### src/rtl/mem_port_arbiter.sv
// Two-requester arbiter for the shared 256-bit line memory port: grants one
// cache, drives the memory until ack (or timeout), then returns a one-cycle ack.
module mem_port_arbiter #(
  parameter int unsigned ADDR_W   = 32,
  parameter int unsigned DATA_W   = 256,
  parameter int unsigned ARB_MODE = 0,
  parameter int unsigned TIMEOUT  = 64
) (
  input  logic              clk_i,
  input  logic              rst_i,
  input  logic              p0_enable_i,
  input  logic              p0_write_i,
  input  logic [ADDR_W-1:0] p0_addr_i,
  input  logic [DATA_W-1:0] p0_data_i,
  output logic              p0_ack_o,
  output logic [DATA_W-1:0] p0_data_o,
  input  logic              p1_enable_i,
  input  logic              p1_write_i,
  input  logic [ADDR_W-1:0] p1_addr_i,
  input  logic [DATA_W-1:0] p1_data_i,
  output logic              p1_ack_o,
  output logic [DATA_W-1:0] p1_data_o,
  output logic              mem_enable_o,
  output logic              mem_write_o,
  output logic [ADDR_W-1:0] mem_addr_o,
  output logic [DATA_W-1:0] mem_data_o,
  input  logic [DATA_W-1:0] mem_data_i,
  input  logic              mem_ack_i,
  output logic              grant_o,
  output logic              err_o
);

  localparam int unsigned      CNT_W    = $clog2(TIMEOUT + 1);
  localparam logic [CNT_W-1:0] CNT_LAST = CNT_W'(TIMEOUT - 1);

  typedef enum logic [1:0] {
    ST_IDLE = 2'd0,
    ST_BUSY = 2'd1,
    ST_RESP = 2'd2
  } state_t;

  state_t             r_state;
  logic [CNT_W-1:0]   r_cnt;
  logic               r_rr_ptr;

  logic               w_any_req;
  logic               w_sel;
  logic               w_sel_write;
  logic [ADDR_W-1:0]  w_sel_addr;
  logic [DATA_W-1:0]  w_sel_data;

  // Winner selection; r_rr_ptr names the port that wins a tie in round-robin mode
  always_comb begin
    w_any_req = p0_enable_i | p1_enable_i;
    w_sel     = p1_enable_i;
    if ((ARB_MODE != 0) && p0_enable_i && p1_enable_i) begin
      w_sel = r_rr_ptr;
    end
    w_sel_write = w_sel ? p1_write_i : p0_write_i;
    w_sel_addr  = w_sel ? p1_addr_i  : p0_addr_i;
    w_sel_data  = w_sel ? p1_data_i  : p0_data_i;
  end

  // Memory-side outputs double as the latched request and are zeroed outside BUSY
  always_ff @(posedge clk_i or negedge rst_i) begin
    if (!rst_i) begin
      r_state      <= ST_IDLE;
      r_cnt        <= '0;
      r_rr_ptr     <= 1'b0;
      p0_ack_o     <= 1'b0;
      p1_ack_o     <= 1'b0;
      p0_data_o    <= '0;
      p1_data_o    <= '0;
      mem_enable_o <= 1'b0;
      mem_write_o  <= 1'b0;
      mem_addr_o   <= '0;
      mem_data_o   <= '0;
      grant_o      <= 1'b0;
      err_o        <= 1'b0;
    end else begin
      p0_ack_o <= 1'b0;
      p1_ack_o <= 1'b0;
      case (r_state)
        ST_IDLE: begin
          if (w_any_req) begin
            r_state      <= ST_BUSY;
            r_cnt        <= '0;
            r_rr_ptr     <= ~w_sel;
            grant_o      <= w_sel;
            mem_enable_o <= 1'b1;
            mem_write_o  <= w_sel_write;
            mem_addr_o   <= w_sel_addr;
            mem_data_o   <= w_sel_data;
          end
        end
        ST_BUSY: begin
          // An ack on the limit cycle still counts as a normal completion
          if (mem_ack_i || (r_cnt == CNT_LAST)) begin
            r_state      <= ST_RESP;
            mem_enable_o <= 1'b0;
            mem_write_o  <= 1'b0;
            mem_addr_o   <= '0;
            mem_data_o   <= '0;
            if (grant_o) begin
              p1_ack_o <= 1'b1;
            end else begin
              p0_ack_o <= 1'b1;
            end
            if (mem_ack_i && !mem_write_o) begin
              if (grant_o) begin
                p1_data_o <= mem_data_i;
              end else begin
                p0_data_o <= mem_data_i;
              end
            end
            if (!mem_ack_i) begin
              err_o <= 1'b1;
            end
          end else begin
            r_cnt <= r_cnt + CNT_W'(1);
          end
        end
        ST_RESP: begin
          r_state <= ST_IDLE;
        end
        default: begin
          r_state <= ST_IDLE;
        end
      endcase
    end
  end

endmodule

### config.mk
export PLATFORM = sky130hd
export DESIGN_NAME = mem_port_arbiter
export DESIGN_NICKNAME = d
export VERILOG_FILES = /design/src/rtl/mem_port_arbiter.sv
export SDC_FILE = /design/constraint.sdc
export NUM_CORES = 1
export LEC_CHECK = 0
export ABC_CLOCK_PERIOD_IN_PS = 2380
export CORE_AREA = 2 2 635 637
export CTS_BUF_LIST = sky130_fd_sc_hd__clkbuf_16
export CTS_CLUSTER_SIZE = 40
export DETAILED_ROUTE_END_ITERATION = 10
export DIE_AREA = 0 0 637 639
export GPL_ROUTABILITY_DRIVEN = 1
export SYNTH_ARGS = -nofsm -noshare
export SYNTH_HDL_FRONTEND = slang
export SYNTH_SLANG_ARGS = --single-unit
### constraint.sdc
create_clock -name clk_i -period 2.38 [get_ports clk_i]
set_input_delay 0.238 -clock clk_i [delete_from_list [all_inputs] [get_ports clk_i]]
set_output_delay 0.238 -clock clk_i [all_outputs]
set_load 0.02 [all_outputs]
==> results.json <==
{
  "status": "finished, final reports clean",
  "regArea_um2": 20390,
  "grt.total_usage_pct": 15.46,
  "top_layer": "met5",
  "dieArea_um2": 407000,
  "yosys.area.top_type_share_pct": 61.48,
  "power_leakage_nw": 25.37,
  "wl_met2_um": 162300,
  "first_pass_iters": 5,
  "port_buffers": 1644,
  "hold_depth": 2,
  "vias": 30950,
  "fin_crit_ns": 2.370,
  "worstHoldStart": "mem_data_i[103]",
  "die_h_um": 639,
  "core_um2": 400900,
  "syn_inst": 2425,
  "row_count": 233,
  "clock_latency_ns": 0.88,
  "fin_crit_sh_pct": 99.59,
  "synthTopCellsByArea": "dfrtp_1 61%, mux2_2 17%, mux2i_1 8.8%, o22ai_1 5.5%, nand2_1 3.3%",
  "met3_length_um": 35010,
  "clock_path_buffers": 4,
  "synth_top_area_cell": "dfrtp_1",
  "cp_max_fo": 2,
  "pwr_density_cell_nw_per_um2": 1352,
  "drc_errors": 0,
  "reg2reg_depth": 7,
  "synth_seq_cells": 815,
  "die_w_um": 637,
  "area_growth_pct": 90.03,
  "ys_seq_area_share_pct": 61.48,
  "grt_first_pass_wirelength_um": 394600,
  "fill_cells": 44530,
  "r2r-start": "r_cnt[0]",
  "timing.rr.end": "mem_data_o[151]",
  "rrSetupSlack_ns": 0.28,
  "ant_nets": 0,
  "dpl-instance-area_um2": 56870,
  "drt_iter0_drc": 2378,
  "cts.reportedPaths.clkPinSlew_ns": 0.06,
  "fin_tns_setup_ns": 0,
  "slowest_stage": "clkdlybuf4s50_1",
  "hpwlAfterDp_um": 289400,
  "nets": 5251,
  "finalClockSkew_ns": 0.08880,
  "gp_congestion": 0.9575,
  "syn_nets": 3265,
  "multi_input_area_um2": 11850,
  "cp_num_buf_inv": 1,
  "routed_via_density": 3.137,
  "mappedNetlistArea_um2": 33170,
  "rsz0062_at_grt": "false",
  "finalSetupViolations": 0,
  "cts_root_buf": "clkbuf_16",
  "drive_gt1_share_pct": 19.85,
  "ys_types": 34,
  "timing_hold_violations_final": 0,
  "routedWlPerCell_um": 33.16,
  "cp_top_family": "buffers and inverters",
  "routed_wl_um": 327100,
  "syn_area_per_cell_um2": 13.68,
  "clkSinkCount": 815,
  "slowest_delay_ns": 0.90,
  "fmax_mhz": 421.9,
  "stdcell_area_um2": 63040,
  "path_cells": "clkdlybuf4s50_1",
  "hp-class": "in -> reg",
  "pin_count": 1645,
  "cts_made_buffers": 108,
  "slew_violations": 0,
  "ir_drop_mv": 0.6415,
  "drt-met1-wl_um": 114200,
  "slew_headroom_pct": 49.29,
  "grt_pass1_vias": 29970,
  "yosysWarnings": 0,
  "cp-end-kind": "primary output",
  "start_util_pct": 8.275,
  "cp_data_arrival_time_ns": 2.13,
  "grt_max_degree": 119,
  "required_ns": 2.14,
  "tightest_slew_ns": 0.7637,
  "worstSetupPathType": "reg -> out",
  "cap_violations": 0,
  "startpoint_type": "flip-flop",
  "h-tree-depth": 3,
  "min_to": "p0_data_o[103]",
  "cts_tree": "yes",
  "overflow": 0,
  "antenna_found_initial": 299
}
## metal layers
metal | track usage (%) | up-vias
met1 | 16.21 | 15440
met2 | 27.41 | 1857
met5 | 0 | -
met4 | 4.915 | 114
met3 | 6.986 | 736
li1 | - | 12810
## layout make-up
cell class	instances	share of cell area [%]
Sequential cell	815	32.35
Multi-Input combinational cell	1421	18.80
Inverter	2	0.01191
Clock inverter	84	1.223
Clock buffer	108	4.287
Tap cell	5287	10.49
Timing Repair Buffer	2063	32.50
Antenna cell	85	0.3374
## per-stage QoR
stage          power (W)  instances  hold slack [ns]  setup WS, ns  util, %
2_1_floorplan    0.04212       2425         -0.05759        0.6765        -
3_3_place_gp     0.06922       9330           0.2009       0.09631    14.19
3_5_place_dp     0.06948       9330           0.2039       0.05072    14.19
4_1_cts          0.08679       9780       0.00009970      0.002623    15.67
5_1_grt          0.08901       9828          0.01690      0.007880    15.70
6_report         0.08522       9865          0.06758      0.009836    15.73
## kinds of logic after synthesis
kind of cell    Yosys count  share of synthesized area, %
compound gates          306                         5.775
fa+ha+maj                 1                       0.03771
buf+inv                 189                         2.855
flops                   815                         61.48
mux                     802                         26.13
simple gates            312                         3.719
## how the worst max path moves through the flow
stage	startpoint	end	slack, ns	depth (start not counted)
3_5_place_dp	mem_ack_i	p0_data_o[17]	0.05	5
5_1_grt	p1_data_o[204]	p1_data_o[204]	0.008	1
4_1_cts	p1_data_o[175]	p1_data_o[175]	0.003	1
6_report	p1_data_o[74]	p1_data_o[74]	0.01	1
2_1_floorplan	grant_o	p0_data_o[162]	0.68	4
3_3_place_gp	mem_ack_i	p0_data_o[5]	0.1	5
## where the power goes
group / total, W / internal (W) / switching, W / leakage (nW)
clock: 0.0168 / 0.00955 / 0.00721 / 1.78
combinational: 0.0439 / 0.0184 / 0.0256 / 13.6
sequential: 0.0245 / 0.0206 / 0.00393 / 9.97
total: 0.0852 / 0.0485 / 0.0367 / 25.4
## repair_timing
action	4_1_cts	5_1_grt
resized for setup	85	2
hold buffers	258	0
endpoints found under the hold margin	984	0
buffers inserted	0	0
endpoints found under the setup margin	85	2
## sequential cells by signal, indices dropped and copies added (netlist names)
name / count
mem_enable_o: 1
r_state: 2
grant_o: 1
mem_write_o: 1
r_cnt: 7
mem_data_o: 256
p1_ack_o: 1
p0_data_o: 256
err_o: 1
p0_ack_o: 1
mem_addr_o: 32
p1_data_o: 256
## synthesized netlist by cell type
cell and instances:
dfrtp_1 815, o31ai_1 1, o211ai_1 1, mux2_1 21, and2_1 1, a21o_1 1, nor3b_1 1, buf_4 34
nor3_1 1, a22o_1 1, o311ai_0 1, nor2b_1 2, o21a_1 1, mux2_2 491, a21oi_1 2, nor4b_4 1
ha_1 1, o21ai_1 2, nand2b_4 1, nand4_1 1, and3_1 1, buf_1 5, nor2_1 3, o211a_1 1
nand3_1 6, inv_1 2, o22ai_1 289, clkbuf_1 60, nand2b_1 1, nand2_1 292, nand4b_1 1, mux2i_1 290
buf_2 88, o21ai_0 6
## cells in the final DEF, fill, tap and decap left out, drive strengths merged
cell,n
a21o,1
a21oi,2
a22o,1
and2,1
and3,1
buf,242
bufinv,12
clkbuf,108
clkdlybuf4s50,1476
clkinv,34
clkinvlp,6
dfrtp,815
diode,85
dlygate4sd2,85
dlygate4sd3,258
dlymetal6s2s,2
ha,1
inv,34
mux2,512
mux2i,290
nand2,292
nand2b,2
nand3,6
nand4,1
nand4b,1
nor2,3
nor2b,2
nor3,1
nor3b,1
nor4b,1
o211a,1
o211ai,1
o21a,1
o21ai,8
o22ai,289
o311ai,1
o31ai,1
(Power assumes the default switching activity.)
